<file path="src/rtl/add_chk_pkg.sv">
// add_chk_pkg
// Shared types and constants for the adder result checker.
//   chk_state_e  : checker state machine encoding
//   DEF_DATA_W   : default operand/result width
//   DEF_CNT_W    : default counter/index width
//   MAX_LATENCY  : deepest supported BFM result latency
//   dly_entry_t  : layout of one delay-line entry at the default widths
package add_chk_pkg;

  localparam int DEF_DATA_W  = 8;
  localparam int DEF_CNT_W   = 32;
  localparam int MAX_LATENCY = 16;

  typedef enum logic [1:0] {
    IDLE  = 2'd0,
    RUN   = 2'd1,
    DRAIN = 2'd2,
    DONE  = 2'd3
  } chk_state_e;

  // Parameterized builds carry the same fields flattened as {exp, idx}
  // alongside the separate valid bit of the delay line.
  typedef struct packed {
    logic                  valid;
    logic [DEF_DATA_W-1:0] exp;
    logic [DEF_CNT_W-1:0]  idx;
  } dly_entry_t;

endpackage

</file>
<file path="src/rtl/add_chk_delay.sv">
// add_chk_delay
// Fixed-depth valid/data shift register; advances every cycle, no stall.
// An entry loaded at edge N is presented on the outputs after edge N+DEPTH-1,
// so a consumer sampling the outputs sees it at edge N+DEPTH.
// Ports:
//   clk_i       : clock, rising edge
//   reset_i     : synchronous active-high reset, clears valids and data
//   in_valid_i  : load a valid entry this cycle
//   in_data_i   : entry payload
//   out_valid_o : head entry valid
//   out_data_o  : head entry payload
module add_chk_delay
  import add_chk_pkg::*;
#(
  parameter int DEPTH = 1,
  parameter int WIDTH = DEF_DATA_W
) (
  input  logic             clk_i,
  input  logic             reset_i,
  input  logic             in_valid_i,
  input  logic [WIDTH-1:0] in_data_i,
  output logic             out_valid_o,
  output logic [WIDTH-1:0] out_data_o
);

  logic [DEPTH-1:0] valid_r;
  logic [WIDTH-1:0] data_r [DEPTH];

  // Shift valid and payload one stage per clock; stage 0 takes the new entry.
  always_ff @(posedge clk_i) begin
    if (reset_i) begin
      for (int i = 0; i < DEPTH; i++) begin
        valid_r[i] <= 1'b0;
        data_r[i]  <= '0;
      end
    end else begin
      valid_r[0] <= in_valid_i;
      data_r[0]  <= in_data_i;
      for (int i = 1; i < DEPTH; i++) begin
        valid_r[i] <= valid_r[i-1];
        data_r[i]  <= data_r[i-1];
      end
    end
  end

  assign out_valid_o = valid_r[DEPTH-1];
  assign out_data_o  = data_r[DEPTH-1];

endmodule

</file>
<file path="config.mk">
export PLATFORM = sky130hd
export DESIGN_NAME = add_chk_delay
export DESIGN_NICKNAME = d
export VERILOG_FILES = /design/src/rtl/add_chk_pkg.sv /design/src/rtl/add_chk_delay.sv
export SDC_FILE = /design/constraint.sdc
export NUM_CORES = 1
export LEC_CHECK = 0
export ABC_AREA = 0
export CAP_MARGIN = 0
export CORE_AREA = 2 2 39 41
export CTS_CLUSTER_SIZE = 12
export DETAILED_ROUTE_END_ITERATION = 16
export DIE_AREA = 0 0 41 43
export DONT_BUFFER_PORTS = 1
export HOLD_SLACK_MARGIN = 0.08
export PLACE_DENSITY = 0.3
export SLEW_MARGIN = 25
export SYNTH_ARGS = -nofsm -noshare
export SYNTH_HDL_FRONTEND = slang
export SYNTH_SLANG_ARGS = --single-unit
export TNS_END_PERCENT = 100
</file>
<file path="constraint.sdc">
create_clock -name clk_i -period 0.8 [get_ports clk_i]
set_clock_uncertainty 0.1 [all_clocks]
set_input_delay 0.24 -clock clk_i [delete_from_list [all_inputs] [get_ports clk_i]]
set_output_delay 0.24 -clock clk_i [all_outputs]
set_load 0.05 [all_outputs]
</file>
==> impl_metrics.env, run 1 <==
export IMPL_clock_root_buffer="clkbuf_4"
export IMPL_drc=0
export IMPL_hold_viol_final=9
export IMPL_violations="negative hold slack, negative setup slack"
export IMPL_dr_pass1_iters=1
export IMPL_wl_per_cell_um=10.7
export IMPL_design_power_total_mw=0.902
export IMPL_ant_nets=0
export IMPL_power_leakage_nw=0.115
export IMPL_grt_first_pass_wirelength_um=614
export IMPL_crit_type="reg2out"
export IMPL_synthDominantCellAreaShare=0.762
export IMPL_cts_tree="yes"
export IMPL_die_x_um=41
export IMPL_rows=14
export IMPL_synth_common_cells="dfxtp_1, nor2b_1"
export IMPL_overflow=0
export IMPL_synth_edf_count=0
export IMPL_synth_area_leader_cell="dfxtp_1"
export IMPL_viasPerCell=3.24
export IMPL_cts_clk_slew_worst_paths_ns=0.06
export IMPL_outcome="complete, but fails checks"
export IMPL_diodes=0
export IMPL_synth_distinct_cells=2
export IMPL_fin_hold_ws_ns=-0.0549
export IMPL_async_flop_share=0
export IMPL_start_kind="flip-flop"
export IMPL_yosysSeqAreaShare=0.762
export IMPL_crit_required_ns=0.46
export IMPL_ys_warn_count=0
export IMPL_cellPowerDensity_nw_per_um2=2850
export IMPL_ir_drop_v=0.000920
export IMPL_layout_nets=34
export IMPL_setup_tns_ns=-1.96
export IMPL_rsz0062_at_grt="yes"
export IMPL_syn_cell_area_um2=236
export IMPL_vias=123
export IMPL_ys_flop_type="dfxtp_1"
export IMPL_area_growth_pct=33.9
export IMPL_period_minus_slack_ns=1.02
export IMPL_tightestPinTransition_ns=0.155
export IMPL_synth_top_cells_by_area="dfxtp_1, nor2b_1"
export IMPL_first_global_vias=141
export IMPL_antenna_found_initial=0
export IMPL_core_um2=1380
export IMPL_numCtsBuffers=3
export IMPL_drive_gt1_frac=0.545
export IMPL_htree_num_levels=1
export IMPL_grt_max_degree=10
export IMPL_yosys_register_bits=9
export IMPL_fmax_ghz=0.979
export IMPL_cts_buffer_depth=2
export IMPL_worst_endpoint_arrival_ns=0.68
export IMPL_fin_crit_sh=1.28
export IMPL_die_area_um2=1760
export IMPL_drt_iter0_drc=0
export IMPL_min_to="data_r[0][2]"
export IMPL_endpoint_kind="output port"
export IMPL_worstHoldPathCells=1
export IMPL_setup_ws_ns=-0.221
export IMPL_cap_violations=0
export IMPL_die_y_um=43
export IMPL_cp_max_fo=1
export IMPL_portBuffers=0
export IMPL_hp_start="reset_i"
export IMPL_dp_cells=34
export IMPL_drv_slew=0
export IMPL_grt_usage=0.0602
export IMPL_io_pins=20
export IMPL_cts_num_sinks=9
export IMPL_post_cts_buffers=0
export IMPL_slew_headroom=0.897
export IMPL_crit_start="data_r[0][2]"
export IMPL_hp_class="in2reg"
export IMPL_synthCells=18
export IMPL_stdcell_count=38
export IMPL_synth_nets=29
export IMPL_place_congestion=0.484
export IMPL_start_util=0.171
export IMPL_routed_wl_um=408
export IMPL_syn_area_per_cell_um2=13.1
export IMPL_setup_violations=9
-- sequential cells by signal (all words and copies together), names as in the netlist --
name         flops
out_valid_o      1
data_r           8
-- kinds of logic after synthesis --
kind of cell | synth area share
flops | 0.762
simple gates | 0.238
-- layout by cell type, fill, tap and decap left out --
master / n
nor2b_1: 9
clkbuf_1: 1
dfxtp_4: 9
clkbuf_4: 3
-- cell type report --
class	count	area, um2
tap	16	20.0
multi-input combinational	9	56.3
clock buffer	4	26.3
sequential	9	214
fill	158	1070
-- repair_timing --
item / CTS / global route
endpoints found under the setup margin: 9 / 9
resized for setup: 9 / 0
hold endpoints to repair: 9 / 9
-- through the flow --
step | worst slack [ns] | hold slack, ns | utilization | cell area [um2]
2_1_floorplan | 0.00560 | 0.204 | - | 248
3_3_place_gp | -0.00326 | 0.208 | 0.193 | 268
3_5_place_dp | -0.00618 | 0.207 | 0.193 | 268
4_1_cts | -0.235 | -0.0675 | 0.229 | 317
5_1_grt | -0.257 | -0.0793 | 0.229 | 317
6_report | -0.221 | -0.0549 | 0.229 | 317
-- report_power, final --
part           total, mW  leakage, nW  switching (mW)  internal, mW
Combinational     0.0164       0.0196         0.00456        0.0119
Clock              0.329       0.0150           0.138         0.191
Sequential         0.556       0.0802          0.0930         0.463
-- worst max path at each step --
stage | end | depth (start not counted) | slack, ns
after global routing | out_data_o[6] | 0 | -0.26
after CTS | out_data_o[2] | 0 | -0.23
final | out_data_o[2] | 0 | -0.22
after global placement | out_data_o[3] | 0 | -0.003
after detailed placement | out_data_o[2] | 0 | -0.006
after floorplan | out_data_o[0] | 0 | 0.006
-- layer usage --
metal,share of wire,global-route usage,wire length (um),vias up
met1,0.32,0.0450,129,50
met4,0,0,0,0
li1,-,-,-,62
met5,0,0,0,-
met3,0.12,0.0942,50,0
met2,0.56,0.0875,227,11
Power figures use the tool's default switching activity.
==> run 2: changes to the inputs <==
Settings changed: HOLD_SLACK_MARGIN 0.08 to 0.12, MAX_ROUTING_LAYER from default to met4.
==> results of run 2 <==
Same layout as run 1: the final DEF is identical, and so are final timing and power.
Main changes from that run: final weighted congestion in routability-driven placement 0.484 -> 0.483; overall routing resource usage 0.0602 -> 0.0617
